File: config.mk
export PLATFORM = sky130hd
export DESIGN_NAME = pe_stream_feeder
export DESIGN_NICKNAME = d
export VERILOG_FILES = /design/src/rtl/pe_stream_feeder.sv
export SDC_FILE = /design/constraint.sdc
export NUM_CORES = 1
export LEC_CHECK = 0
export CAP_MARGIN = 20
export CELL_PAD_IN_SITES_DETAIL_PLACEMENT = 2
export CELL_PAD_IN_SITES_GLOBAL_PLACEMENT = 2
export CORE_MARGIN = 2
export CORE_UTILIZATION = 28
export CTS_CLUSTER_DIAMETER = 120
export DETAILED_ROUTE_END_ITERATION = 7
export GPL_TIMING_DRIVEN = 0
export PLACE_DENSITY_LB_ADDON = 0.08
export RECOVER_POWER = 100
export SETUP_SLACK_MARGIN = 0.5
export SLEW_MARGIN = 10
export SYNTH_ARGS = -nofsm -noshare
export SYNTH_HDL_FRONTEND = slang
export SYNTH_SLANG_ARGS = --single-unit
File: constraint.sdc
create_clock -name clk -period 2.8 [get_ports clk]
set_clock_uncertainty 0.15 [all_clocks]
set_input_delay 0.56 -clock clk [delete_from_list [all_inputs] [get_ports clk]]
set_output_delay 0.56 -clock clk [all_outputs]
set_load 0.05 [all_outputs]
File: src/rtl/pe_stream_feeder.sv
// pe_stream_feeder: drives one PE's input side. Reads image pixels and
// filter taps from two synchronous-read buffers and streams them into the MAC.
// It also sequences the accumulator clear, the result-buffer capture and the
// result-memory write for each group of NUM_RES results.
//
// Handshake: there is no valid/ready pair. A job is accepted when start=1 is
// seen in IDLE. busy is high from the next cycle through the DONE cycle, and
// done pulses for exactly one cycle at the end. start is ignored while busy.
module pe_stream_feeder #(
  parameter int FILT_SIZE = 16,
  parameter int NUM_RES   = 4,
  parameter int ADDR_W    = 8
) (
  input  logic              clk,
  input  logic              rst,
  input  logic              start,
  input  logic [7:0]        num_groups,
  input  logic [ADDR_W-1:0] img_base,
  input  logic [ADDR_W-1:0] filt_base,
  input  logic [ADDR_W-1:0] stride,
  output logic [ADDR_W-1:0] img_rd_adr,
  input  logic [7:0]        img_rd_data,
  output logic [ADDR_W-1:0] filt_rd_adr,
  input  logic [7:0]        filt_rd_data,
  output logic [7:0]        img_pixel,
  output logic [7:0]        filter_value,
  output logic              acc_en,
  output logic              rst_acc,
  output logic              res_buffer_en,
  output logic [7:0]        res_index,
  output logic              rst_res_reg,
  output logic              wr_en,
  output logic [7:0]        wr_adr,
  output logic              busy,
  output logic              done,
  output logic [2:0]        dbg_state_o
);

  typedef enum logic [2:0] {
    S_IDLE    = 3'd0,
    S_CLEAR   = 3'd1,
    S_ISSUE   = 3'd2,
    S_DRAIN   = 3'd3,
    S_CAPTURE = 3'd4,
    S_WRITE   = 3'd5,
    S_RSTRES  = 3'd6,
    S_DONE    = 3'd7
  } state_t;

  localparam logic [7:0] K_LAST = 8'(FILT_SIZE - 1);
  localparam logic [7:0] R_LAST = 8'(NUM_RES - 1);

  state_t            state_q, state_d;
  logic [7:0]        k_q, k_d;            // tap index within a result
  logic [7:0]        r_q, r_d;            // result index within a group
  logic [7:0]        g_q, g_d;            // group index
  logic [7:0]        ng_q, ng_d;          // latched num_groups
  // res_base tracks img_base + (g*NUM_RES + r)*stride incrementally:
  // every result (including a group boundary) advances it by one stride.
  logic [ADDR_W-1:0] res_base_q, res_base_d;
  logic [ADDR_W-1:0] filt_base_q, filt_base_d;
  logic [ADDR_W-1:0] stride_q, stride_d;
  logic [ADDR_W-1:0] img_hold_q, filt_hold_q;
  logic              acc_en_q;
  logic [ADDR_W-1:0] issue_img_adr, issue_filt_adr;

  assign issue_img_adr  = res_base_q + ADDR_W'(k_q);
  assign issue_filt_adr = filt_base_q + ADDR_W'(k_q);

  // State and job-context registers.
  always_ff @(posedge clk) begin
    if (rst) begin
      state_q     <= S_IDLE;
      k_q         <= '0;
      r_q         <= '0;
      g_q         <= '0;
      ng_q        <= '0;
      res_base_q  <= '0;
      filt_base_q <= '0;
      stride_q    <= '0;
    end else begin
      state_q     <= state_d;
      k_q         <= k_d;
      r_q         <= r_d;
      g_q         <= g_d;
      ng_q        <= ng_d;
      res_base_q  <= res_base_d;
      filt_base_q <= filt_base_d;
      stride_q    <= stride_d;
    end
  end

  // Next-state and counter sequencing.
  always_comb begin
    state_d     = state_q;
    k_d         = k_q;
    r_d         = r_q;
    g_d         = g_q;
    ng_d        = ng_q;
    res_base_d  = res_base_q;
    filt_base_d = filt_base_q;
    stride_d    = stride_q;
    case (state_q)
      S_IDLE: begin
        if (start) begin
          ng_d        = num_groups;
          res_base_d  = img_base;
          filt_base_d = filt_base;
          stride_d    = stride;
          g_d         = '0;
          r_d         = '0;
          k_d         = '0;
          state_d     = (num_groups == 8'd0) ? S_DONE : S_CLEAR;
        end
      end
      S_CLEAR: begin
        k_d     = '0;
        state_d = S_ISSUE;
      end
      S_ISSUE: begin
        if (k_q == K_LAST) begin
          state_d = S_DRAIN;
        end else begin
          k_d = k_q + 8'd1;
        end
      end
      S_DRAIN: begin
        state_d = S_CAPTURE;
      end
      S_CAPTURE: begin
        res_base_d = res_base_q + stride_q;
        if (r_q < R_LAST) begin
          r_d     = r_q + 8'd1;
          state_d = S_CLEAR;
        end else begin
          state_d = S_WRITE;
        end
      end
      S_WRITE: begin
        state_d = S_RSTRES;
      end
      S_RSTRES: begin
        r_d = '0;
        g_d = g_q + 8'd1;
        state_d = (g_q + 8'd1 == ng_q) ? S_DONE : S_CLEAR;
      end
      S_DONE: begin
        state_d = S_IDLE;
      end
      default: begin
        state_d = S_IDLE;
      end
    endcase
  end

  // acc_en lags issue by one cycle to line up with the buffers' read latency;
  // the hold registers keep the last issued addresses outside ISSUE.
  always_ff @(posedge clk) begin
    if (rst) begin
      acc_en_q    <= 1'b0;
      img_hold_q  <= '0;
      filt_hold_q <= '0;
    end else begin
      acc_en_q <= (state_q == S_ISSUE);
      if (state_q == S_ISSUE) begin
        img_hold_q  <= issue_img_adr;
        filt_hold_q <= issue_filt_adr;
      end
    end
  end

  assign img_rd_adr    = (state_q == S_ISSUE) ? issue_img_adr  : img_hold_q;
  assign filt_rd_adr   = (state_q == S_ISSUE) ? issue_filt_adr : filt_hold_q;
  assign img_pixel     = img_rd_data;
  assign filter_value  = filt_rd_data;
  assign acc_en        = acc_en_q;
  assign rst_acc       = (state_q == S_CLEAR);
  assign res_buffer_en = (state_q == S_CAPTURE);
  assign res_index     = (state_q == S_CAPTURE) ? r_q : 8'd0;
  assign rst_res_reg   = (state_q == S_RSTRES);
  assign wr_en         = (state_q == S_WRITE);
  assign wr_adr        = (state_q == S_WRITE) ? g_q : 8'd0;
  assign busy          = (state_q != S_IDLE);
  assign done          = (state_q == S_DONE);
  assign dbg_state_o   = state_q;

endmodule

---- After elaboration in Yosys (flattened, before gate mapping) ----
Index checks and enable logic that the tools add are counted.
storage, ports and cells
  flip-flop bits (word level) ............. 76
  bits of input ports ..................... 51
  output and inout bits ................... 58
operators by class
  $add $sub $neg .......................... 6
  magnitude comparators ................... 1
  equality and inequality tests ........... 13
  muxes and demuxes ....................... 18
  reductions and logical operators ........ 13
operator list
  operator                                                                      count
  8-bit two-way mux                                                             8
  8-bit one-hot mux with 3 select lines                                         2
  8-bit one-hot mux with 2 select lines                                         2
  8-bit by 1-bit adder with 8-bit output, second input constant                 3
  8-bit adder                                                                   3
  3-bit one-hot mux with 8 select lines                                         1
  3-bit two-way mux                                                             5
  3-bit == test, second input constant                                          4
  3-bit nonzero test                                                            3
  8-bit by 4-bit == test with 1-bit output, second input constant               1
  8-bit == test                                                                 1
  8-bit zero test                                                               1
  8-bit by 2-bit less-than comparator with 1-bit output, second input constant  1
  2-bit AND reduction                                                           4
  3-bit by 2-bit == test with 1-bit output, second input constant               2
  2-bit != test, second input constant                                          3
  3-bit AND reduction                                                           2
  2-bit nonzero test                                                            2
  3-bit by 1-bit == test with 1-bit output, second input constant               1
  3-bit zero test                                                               1
  2-bit by 1-bit != test with 1-bit output, second input constant               1

---- Longest topological paths before layout ----
  word-level depth ........................ 4
  gate-level depth with buffers ........... 9

---- Worst setup path before layout ----
Ideal clock, no wire load.
  path kind ............................... register to output
  from .................................... register k_q[0]
  to ...................................... output img_rd_adr[4]
  arrival ................................. 2.500 ns
  data required time ...................... 2.090 ns
  path slack .............................. -0.410 ns
  cell stages (with the launch flop) ...... 9
  path buffers ............................ 0
  cell sequence ........................... dfxtp_1 > ha_1 > inv_1 > fa_1 > nor2b_1 > o21ai_0 > nand2_1 > nor2_1 > o31ai_1
between the ends
  longest elaborated chain between the ends .. 2
ends and longest elaborated chain
  what                      line  text
  start: declaration        54    logic [7:0] k_q, k_d;
  start signal: assignment  83    k_q <= k_d;
  8-bit adder               67    assign issue_img_adr = res_base_q + ADDR_W'(k_q);
  8-bit two-way mux         -
  end: declaration          21    output logic [ADDR_W-1:0] img_rd_adr,
No other way between the ends.

---- Worst setup path in the final report ----
  from .................................... register k_q[0]
  to ...................................... output filt_rd_adr[7]
between the ends
  longest elaborated chain between the ends .. 2
ends and longest elaborated chain
  what               line  text
  8-bit adder        68    assign issue_filt_adr = filt_base_q + ADDR_W'(k_q);
  8-bit two-way mux  -
  end: declaration   23    output logic [ADDR_W-1:0] filt_rd_adr,
No other way between the ends.

==> results.cfg <==
[yosys]
avgSynthCellArea_sq_um = 7.792
synth-edff-count = 0
yosys-top-cells-area = dfxtp_1 (35%), nand2_1 (8.2%), ha_1 (6.9%)
synth_cell_types = 49
yosys.area_share.simple_pct = 25.93
ys_seq_area_share_pct = 34.99
syn_inst = 558
synth-seq-cells = 76
synth_compound_area_share_pct = 17.15
netlist.area_leader.share_pct = 34.99
yosys_warnings = 0
synth_fa_ha_area_share_pct = 8.288
synthFlopType = dfxtp_1
synth_fp_nets = 636
synth_top_family_by_area = simple AND/OR/NAND/NOR gates
synthMuxAreaShare_pct = 0.9209
synth_area_leader_cell = dfxtp_1
synth_async_sr_flop_share_pct = 0
synth_area_sq_um = 4348
synthXorXnorAreaFrac_pct = 5.842

[layout]
final_cell_mix = nand2_1 (85), dfxtp_1 (59), a21oi_1 (48), buf_4 (47), nor2_1 (46)
areaGrowthSynthToFinish_pct = 59.45
drive_gt1_share_pct = 33.43
final_area_sq_um = 6933
diodes = 0
nFillCells = 1680
layout_commonest_cell = nand2_1
final_net_count = 776

[cts]
cts_tree = yes
numCtsBuffers = 9
cts.htree.levels = 3
insertion_delay_ns = 0.35
cts_buffer_depth = 2
cts-root-buf = clkbuf_16
clock-sinks = 76
path_clk_slew_ns = 0.06
holdBufCountCts = 0

[drt]
viasPerCell = 5.180
drt_pass1_iterations = 4
dr.first_iter.drc_count = 93
wl_um = 17660
ant_nets = 0
drc = 0
vias = 4615
post_drt_wl_per_cell_um = 19.82

[run_status]
outcome = finished, violations left
violations = negative setup slack

[critical_path]
crit_family = compound AO/OA/AOI/OAI gates
critPathKind = flop to output port
path_max_fanout = 3
worstSetupEndpointType = output port
setup.worst_path.start = k_q[0]$_SDFFE_PP0P_
required_ns = 2.09
worst_r2r_startpoint = r_q[0]$_SDFFE_PP0P_
slowest_delay_ns = 0.37
cp-start-kind = flop
crit_arrival_ns = 2.21
path_buf_inv = 3
cp_slowest_cell = dfxtp_4
path_cells = ha_4 > buf_4 > buf_4 > a21o_1 > a21oi_4 > o21ai_2 > a21oi_2 > xnor2_2 > a21oi_4 > buf_6

[timing]
fin_crit_ns = 2.925
worstMarginPinSlew_ns = 0.8361
setup_slack_ns = -0.1247
grt_setup_unrepaired = yes
setup_viol = 7
finalCritPeriodShare_pct = 104.5
fmax_mhz = 341.9
max-slew-margin-rel_pct = 44.26
finalHoldViolations = 0
whs_ns = 0.3127
drv_slew = 0

[global_routing]
grt_overflow_total = 0
antenna_found_initial = 0
grt_pass1_vias = 4966
grtUsageTotal_pct = 21.47
grt_first_pass_wirelength_um = 27120
grt_max_degree = 13

[floorplan]
initial_core_util_pct = 28.60
rows = 45
die_y_um = 128.6
dieArea_sq_um = 16540
io_pins = 109
dieWidth_um = 128.6
core_region_area_sq_um = 15200

[power]
p_leak_nw = 2.762
power.density_nw_per_um2 = 537.2
vdd_drop_max_uv = 280.1
power_mw = 3.724

[placement]
place_congestion = 0.8434
portBuffers = 92
dpl_cell_area_sq_um = 5788
dp_hpwl_um = 12070

[worst_hold_path]
hold_class = flop to flop
hold_start = stride_q[0]$_SDFFE_PP0P_

[job]
cap_viol_max_count = 0
[sequential cells by signal, summed over array words and instances, names as in the netlist]
signal and cells:
acc_en 1, dbg_state_o 3, filt_base_q 8, filt_hold_q 8, g_q 8, img_hold_q 8
k_q 8, ng_q 8, r_q 8, res_base_q 8, stride_q 8
[layout make-up]
| type | count | area, sq um | area share [%] |
|---|---|---|---|
| Clock inverter | 3 | 90.09 | 1.299 |
| Timing Repair Buffer | 128 | 1300 | 18.75 |
| Sequential cell | 76 | 1560 | 22.51 |
| Tap cell | 188 | 235.2 | 3.393 |
| Clock buffer | 13 | 280.3 | 4.043 |
| Multi-Input combinational cell | 422 | 3059 | 44.13 |
| Inverter | 19 | 80.08 | 1.155 |
| Buffer | 42 | 327.8 | 4.728 |
[cell families (layout without fill, tap and decap cells)]
logic type                 Yosys count  in the layout
muxes                                4              4
adders and majority gates           27             27
buffers and inverters               61            205
and+or+nand+nor                    236            237
DFF                                 76             76
AOI/OAI and AO/OA                  125            125
xor gates and xnor gates            29             29
[stage by stage]
stage | cells | utilization [%] | worst slack, ns | setup TNS [ns]
finish | 891 | 45.60 | -0.1247 | -0.5014
global route | 891 | 45.60 | -0.2380 | -1.309
CTS | 876 | 43.71 | -0.1247 | -0.2592
detailed placement | 838 | 38.07 | -0.5033 | -8.569
global placement | 838 | 38.07 | -0.4596 | -7.748
floorplan | 558 | - | 0.2992 | 0
[cell usage after synthesis (4+ instances only)]
master	number
nand3_1	10
xor2_1	11
nand2b_1	5
nand4b_1	4
and3_1	7
a211oi_1	6
o21ai_0	22
o31ai_1	4
o21ai_1	9
ha_1	24
clkbuf_1	17
nor3_1	11
nor2b_1	5
mux2i_1	4
xnor2_1	18
dfxtp_1	76
inv_1	18
a21oi_1	55
nor3b_1	9
buf_2	8
nor4_1	5
nand2_1	95
nor2_1	49
buf_4	16
and2_1	26
a311oi_1	5
[path summary, 6_finish.rpt]
path	to	slack, ns	cells past startpoint
worst max register to register	r_q[0]$_SDFFE_PP0P_	0.23	7
worst min-delay path	stride_q[0]$_SDFFE_PP0P_	0.31	2
worst max-delay path	filt_rd_adr[7]	-0.12	10
worst min register to register	stride_q[0]$_SDFFE_PP0P_	0.31	2
[what timing repair did]
item,CTS,global route
resized for setup,330,75
pin swaps,17,14
cloned,0,2
setup endpoints to repair,59,52
setup buffers,22,13
[where the power goes]
group	total [mW]	internal, mW	switching [mW]
clock network	1.47	0.970	0.504
logic	1.03	0.410	0.618
registers	1.22	1.15	0.0719
[metal layers]
layer	wire length (um)	track usage [%]	share of wire (%)	vias to the layer above
met4	525	8.568	3.0	0
met1	7412	25.48	42	2297
met5	0	0	0	-
li1	-	-	-	2192
met3	580	3.825	3.3	32
met2	9139	38.42	52	94
[worst reg2reg max path: stages, from the launching register on]
cell and delay (ns):
dfxtp_2 0.35, ha_1 0.23, or4_4 0.43, nor4_2 0.38, o21ai_2 0.09, a21oi_1 0.49, mux2i_1 0.26, nor2_1 0.06
Power figures use the tool's default switching activity.
==> RTL edit 1 (same settings) <==
The output `acc_en` loses its register stage (`acc_en_q` becomes a continuous assignment).
--- a/src/rtl/pe_stream_feeder.sv
+++ b/src/rtl/pe_stream_feeder.sv
@@ -159,3 +159,2 @@
     if (rst) begin
-      acc_en_q    <= 1'b0;
       img_hold_q  <= '0;
@@ -163,3 +162,2 @@
     end else begin
-      acc_en_q <= (state_q == S_ISSUE);
       if (state_q == S_ISSUE) begin
@@ -170,2 +168,4 @@
   end
+
+  assign acc_en_q = (state_q == S_ISSUE);
 
Function: changed (Yosys sat finds a counterexample within 4 cycles, from zero or initial values and one cycle with rst high).
==> RTL edit 1 against the unedited design <==
- sequential cell count fell by 1
- worst setup slack worse by 260 ps
- critical endpoint is now img_rd_adr[6]
- non-clock buffer count up 22
- wire length is 20% higher
- final cell count grew 7.0%
- the run still ends with negative setup slack left
- core utilization up 2.3 points
- design area rose by 9.4%
- area after synthesis is 4.0% higher
- synthesized cell count up 2.9%
- via count grew 8.0%
Power is not compared: it rests on default switching activity, and its combinational part moved more than twofold at a synthesized area within 25%.
==> RTL edit 1: results (changes against the unedited design) <==
[run_status]
status = finished, violations left
violations = negative setup slack

[synthesis]
yosysWarnings = 0  ; unchanged
synthTopCellsByArea = dfxtp_1 (33%), nand2_1 (8.0%), ha_1 (6.6%)
synth_nets = 652  ; +2.5%
ys_seq_area_frac = 0.332  ; -0.0180
synth_cell_types = 58  ; +18%
synth_commonest_cells = nand2_1 (96), dfxtp_1 (75), a21oi_1 (50), nor2_1 (38), o21ai_0 (25)
synthCells = 574  ; +2.9%

[global_route]
track_usage = 0.215  ; about the same
met1_usage = 0.276  ; +0.0210
grt_pass1_wl_um = 28100  ; +3.6%
use_met3 = 0.0268  ; -0.0115
grtUsageMet2 = 0.383  ; -0.000811
first_global_vias = 5075  ; +2.2%
antenna_found_initial = 0  ; unchanged

[route]
dr.pass1.iters = 4  ; unchanged
via_per_inst = 5.23  ; +0.97%
post_drt_wl_per_cell_um = 22.2  ; +12%
routed_wirelength_um = 21100  ; +20%
drt_iter0_markers = 247  ; +170%

[placed_design]
place_congestion = 0.810  ; -4.0%
dp.cells = 882  ; +5.3%
hpwlAfterDp_um = 13200  ; +9.0%
placed_area_um2 = 6040  ; +4.3%

[sta]
layout_setup_ws_ps = -382  ; -257 ps
max-slew-margin-rel = 0.487  ; +0.0445
finalSetupViolations = 24  ; +17

[clocking]
clock-root-buffer = clkbuf_16
htree_levels = 3  ; unchanged
clk_pin_slew_ps = 60  ; about the same

[min_path]
hp-class = register to register

[finish]
drive_gt1_frac = 0.400  ; +0.0660
fillCellCount = 1662  ; -1.1%
final_nets = 810  ; +4.4%

[power]
max-vdd-ir-drop_mv = 0.320
switching_share = 0.430

[worst_setup_path]
critPathArrivalTime_ps = 2470  ; +260 ps
critPathMaxFanout = 4  ; +1

## RTL edit 1: cell count changes in the layout (fill, tap and decap cells not counted), moves of 7 or more
cell | before | now
nand2_4 | 0 | 32
o21ai_2 | 11 | 3
nor2_1 | 46 | 31
buf_12 | 0 | 7
or3_1 | 1 | 8
nor2b_1 | 1 | 11
nand2_1 | 85 | 53
clkbuf_2 | 1 | 12
nand3_1 | 8 | 16
a21oi_2 | 4 | 23
a21oi_1 | 48 | 25
and2_4 | 16 | 7
and3_4 | 0 | 9
xor2_1 | 9 | 1
## RTL edit 1: layout make-up
class | instances | area, um2 | area share
multi-input cells | 435 | 3520 | 0.465
repair buffers | 147 | 1530 | 0.202
flip-flops and latches | 75 | 1530 | 0.202
plain buffers | 45 | 378 | 0.0498
well taps | 216 | 270 | 0.0356
clock buffers | 13 | 250 | 0.0330
inverters | 19 | 83.8 | 0.0111
clock inverters | 3 | 15.0 | 0.00198
## RTL edit 1: final timing paths
check	slack, ps	start	depth (start not counted)	end
min reg2reg	340	r_q[5]	1	r_q[5]
min	340	r_q[5]	1	r_q[5]
max reg2reg	-50	dbg_state_o[0]	12	filt_base_q[4]
max	-380	k_q[0]	9	img_rd_adr[6]
## RTL edit 1: routing by layer
metal | vias up | routed length, um
met4 | 0 | 470
met1 | 2498 | 8680
met3 | 36 | 841
met5 | - | 0
li1 | 2317 | -
met2 | 133 | 11200
## RTL edit 1: cells by family after synthesis
| group | share of synthesized area |
|---|---|
| AND/OR/NAND/NOR | 0.267 |
| AO/OA/AOI/OAI | 0.201 |
| buffers and inverters | 0.0719 |
| flip-flops | 0.332 |
| multiplexers | 0.00470 |
| adder cells (fa/ha/maj) | 0.0797 |
| XOR/XNOR | 0.0445 |
## RTL edit 1: stage by stage
stage	setup TNS, ps	setup slack (ps)	power, uW
final	-2030	-382	5220
after CTS	-886	-247	4750
after global placement	-11490	-545	3130
after floorplan	0	340	2600
after detailed placement	-14130	-647	3200
after global routing	-5590	-467	5450
## RTL edit 1: what timing repair did
| action | 4_1_cts | 5_1_grt |
|---|---|---|
| buffers inserted | 22 | 29 |
| setup endpoints to repair | 81 | 78 |
| pin swaps | 15 | 75 |
| cloned | 0 | 4 |
| gates resized for setup | 378 | 188 |
## RTL edit 1: power groups by stage
stage | Sequential, uW | Combinational, uW | Clock, uW
global route | 1390 | 2880 | 1180
finish | 1380 | 2720 | 1120
CTS | 1340 | 2290 | 1120
detailed placement | 1360 | 1840 | 0
floorplan | 1340 | 1260 | 0
global placement | 1350 | 1780 | 0
## RTL edit 1: worst max-delay path: stages, from the launching register on
cell	delay (ps)
dfxtp_4	400
ha_4	170
inv_2	40
fa_2	360
nor2b_1	190
o21a_1	190
o211ai_1	130
a211o_1	390
nand3_4	110
buf_8	140
==> RTL edit 2 (same flow settings) <==
Without the edit above. Change the parameter `ADDR_W` from 8 to 9.
--- a/src/rtl/pe_stream_feeder.sv
+++ b/src/rtl/pe_stream_feeder.sv
@@ -11,3 +11,3 @@
   parameter int NUM_RES   = 4,
-  parameter int ADDR_W    = 8
+  parameter int ADDR_W    = 9
 ) (
Interface: changed (5 resized); port bits go from 109 to 114. No check against the original RTL was run, so the function may have changed too.
==> RTL edit 2 against the unedited design <==
- the run still ends with negative setup slack left
- power up 3.1%
- area after synthesis increased by 12%
- worst hold slack about the same
- combinational power increased by 24%
- die area grew 12%
- sequential cell count grew 5
- design area grew 14%
- worst setup slack worse by 220 ps
- wire length is 21% higher
- critical path type unchanged
==> RTL edit 2: results (changes against the unedited design) <==
[run_status]
status = finished, violations left
violations = negative setup slack

[min_path]
hold_end = filt_base_q[7]
hp-start = filt_base_q[7]
hp-class = register to register

[global_route]
antenna_found_initial = 0  ; unchanged
grt_pass1_wl_um = 31600  ; +16%
track_usage = 0.222  ; +0.00781
first_global_vias = 5777  ; +16%

[placed_design]
io_buffers = 96  ; +4.3%
pre_cts_ws_ps = -726  ; -223 ps
hpwlAfterDp_um = 13900  ; +15%
placed_area_um2 = 6490  ; +12%
place_congestion = 0.797  ; -5.5%

[synthesis]
async_flop_share = 0  ; unchanged
synth_commonest_cells = nand2_1 (106), dfxtp_1 (81), a21oi_1 (61), nor2_1 (39), ha_1 (27)
synthTopCellsByArea = dfxtp_1 (33%), nand2_1 (8.2%), ha_1 (6.9%)
synth_cell_types = 58  ; +18%
yosysWarnings = 0  ; unchanged
synth_nets = 704  ; +11%
ys_seq_area_frac = 0.333  ; -0.0168
synthFlopType = dfxtp_1

[sta]
layout_setup_ws_ps = -347  ; -222 ps
worstMarginPinSlew_ps = 1160  ; +327 ps
finalSetupViolations = 14  ; +7

[worst_setup_path]
reg2reg_to = res_base_q[1]
reg2reg_slack_ps = 160  ; -70 ps
critPathArrivalTime_ps = 2440  ; +230 ps
reg2reg_from = dbg_state_o[0]
critPathMaxFanout = 4  ; +1

[route]
via_per_inst = 5.23  ; +0.89%
post_drt_wl_per_cell_um = 20.9  ; +5.3%
dr.pass1.iters = 4  ; unchanged
drt_iter0_markers = 230  ; +150%

[power]
max-vdd-ir-drop_mv = 0.303  ; +8.2%
p_leak_uw = 0.00325  ; +18%

[clocking]
clkLatencyLatePin_ps = 350  ; about the same
clock-root-buffer = clkbuf_16
numCtsBuffers = 9  ; unchanged

[finish]
final_nets = 874  ; +13%
fillCellCount = 1823  ; +8.5%
drive_gt1_frac = 0.332  ; -0.00221

[RTL edit 2: cell types whose count changed after synthesis, sizes merged, moves of 7 or more]
cell    before  now
nand2       95  106
nor3        11   20
nor2        49   39
inv         19   12
clkbuf      17   25
nand3       10   19
nor3b        9    2
a31oi        2   14
[RTL edit 2: worst max-delay path by stage]
stage	startpoint	to	slack (ps)	cells past startpoint
after floorplan	k_q[0]	filt_rd_adr[8]	230	6
after global placement	dbg_state_o[0]	filt_rd_adr[7]	-690	6
after detailed placement	dbg_state_o[0]	filt_rd_adr[7]	-730	6
after CTS	k_q[0]	filt_rd_adr[8]	-350	7
after global routing	dbg_state_o[2]	img_rd_adr[7]	-390	9
final	k_q[0]	img_rd_adr[8]	-350	7
[RTL edit 2: repair_timing]
| action | in CTS | in global routing |
|---|---|---|
| endpoints found under the hold margin | 0 | 0 |
| resized for setup | 381 | 75 |
| gates cloned | 1 | 1 |
| setup endpoints to repair | 89 | 70 |
| buffers inserted | 35 | 26 |
| pin swaps | 19 | 22 |
[RTL edit 2: cell type report]
| class | count | area share |
|---|---|---|
| clock inverter | 1 | 0.000635 |
| sequential | 81 | 0.208 |
| tap | 225 | 0.0357 |
| timing repair buffer | 159 | 0.210 |
| multi-input combinational | 478 | 0.447 |
| inverter | 13 | 0.00810 |
| clock buffer | 15 | 0.0391 |
| buffer | 48 | 0.0505 |
[RTL edit 2: per-stage QoR]
stage / std cells / hold WS, ps / power, uW / TNS, ps / util
floorplan: 620 / 286 / 1960 / 0 / -
global placement: 941 / 303 / 2280 / -13830 / 0.379
detailed placement: 941 / 308 / 2320 / -15610 / 0.379
CTS: 993 / 317 / 3780 / -1680 / 0.441
global route: 1020 / 333 / 4020 / -4140 / 0.460
finish: 1020 / 313 / 3840 / -3080 / 0.460
[RTL edit 2: worst reg2reg max path: cells and delay by family, from the launching register on]
family | cells | cell delay [ps]
compound gates | 1 | 280
buf+inv | 4 | 1210
flops | 1 | 330
simple gates | 2 | 570
[RTL edit 2: cells by family after synthesis]
group	synth area share
simple gates	0.273
compound gates	0.194
flops	0.333
buf+inv	0.0607
fa+ha+maj	0.0817
xor+xnor	0.0468
mux	0.0103
[RTL edit 2: metal layers]
| layer | wire length [um] | up-vias | share of wire | GRT usage |
|---|---|---|---|---|
| met5 | 0 | - | 0 | 0 |
| met4 | 460 | 0 | 0.022 | 0.0608 |
| met3 | 470 | 32 | 0.022 | 0.0324 |
| met2 | 11300 | 87 | 0.53 | 0.405 |
| met1 | 9020 | 2690 | 0.42 | 0.272 |
| li1 | - | 2521 | - | - |
[RTL edit 2: report_power, final]
part           total, uW  leakage (uW)  internal (uW)  switching (uW)
registers           1300      0.000663           1220            73.8
logic               1280       0.00242            544             734
clock network       1260      0.000158            747             516
total               3840       0.00325           2510            1320
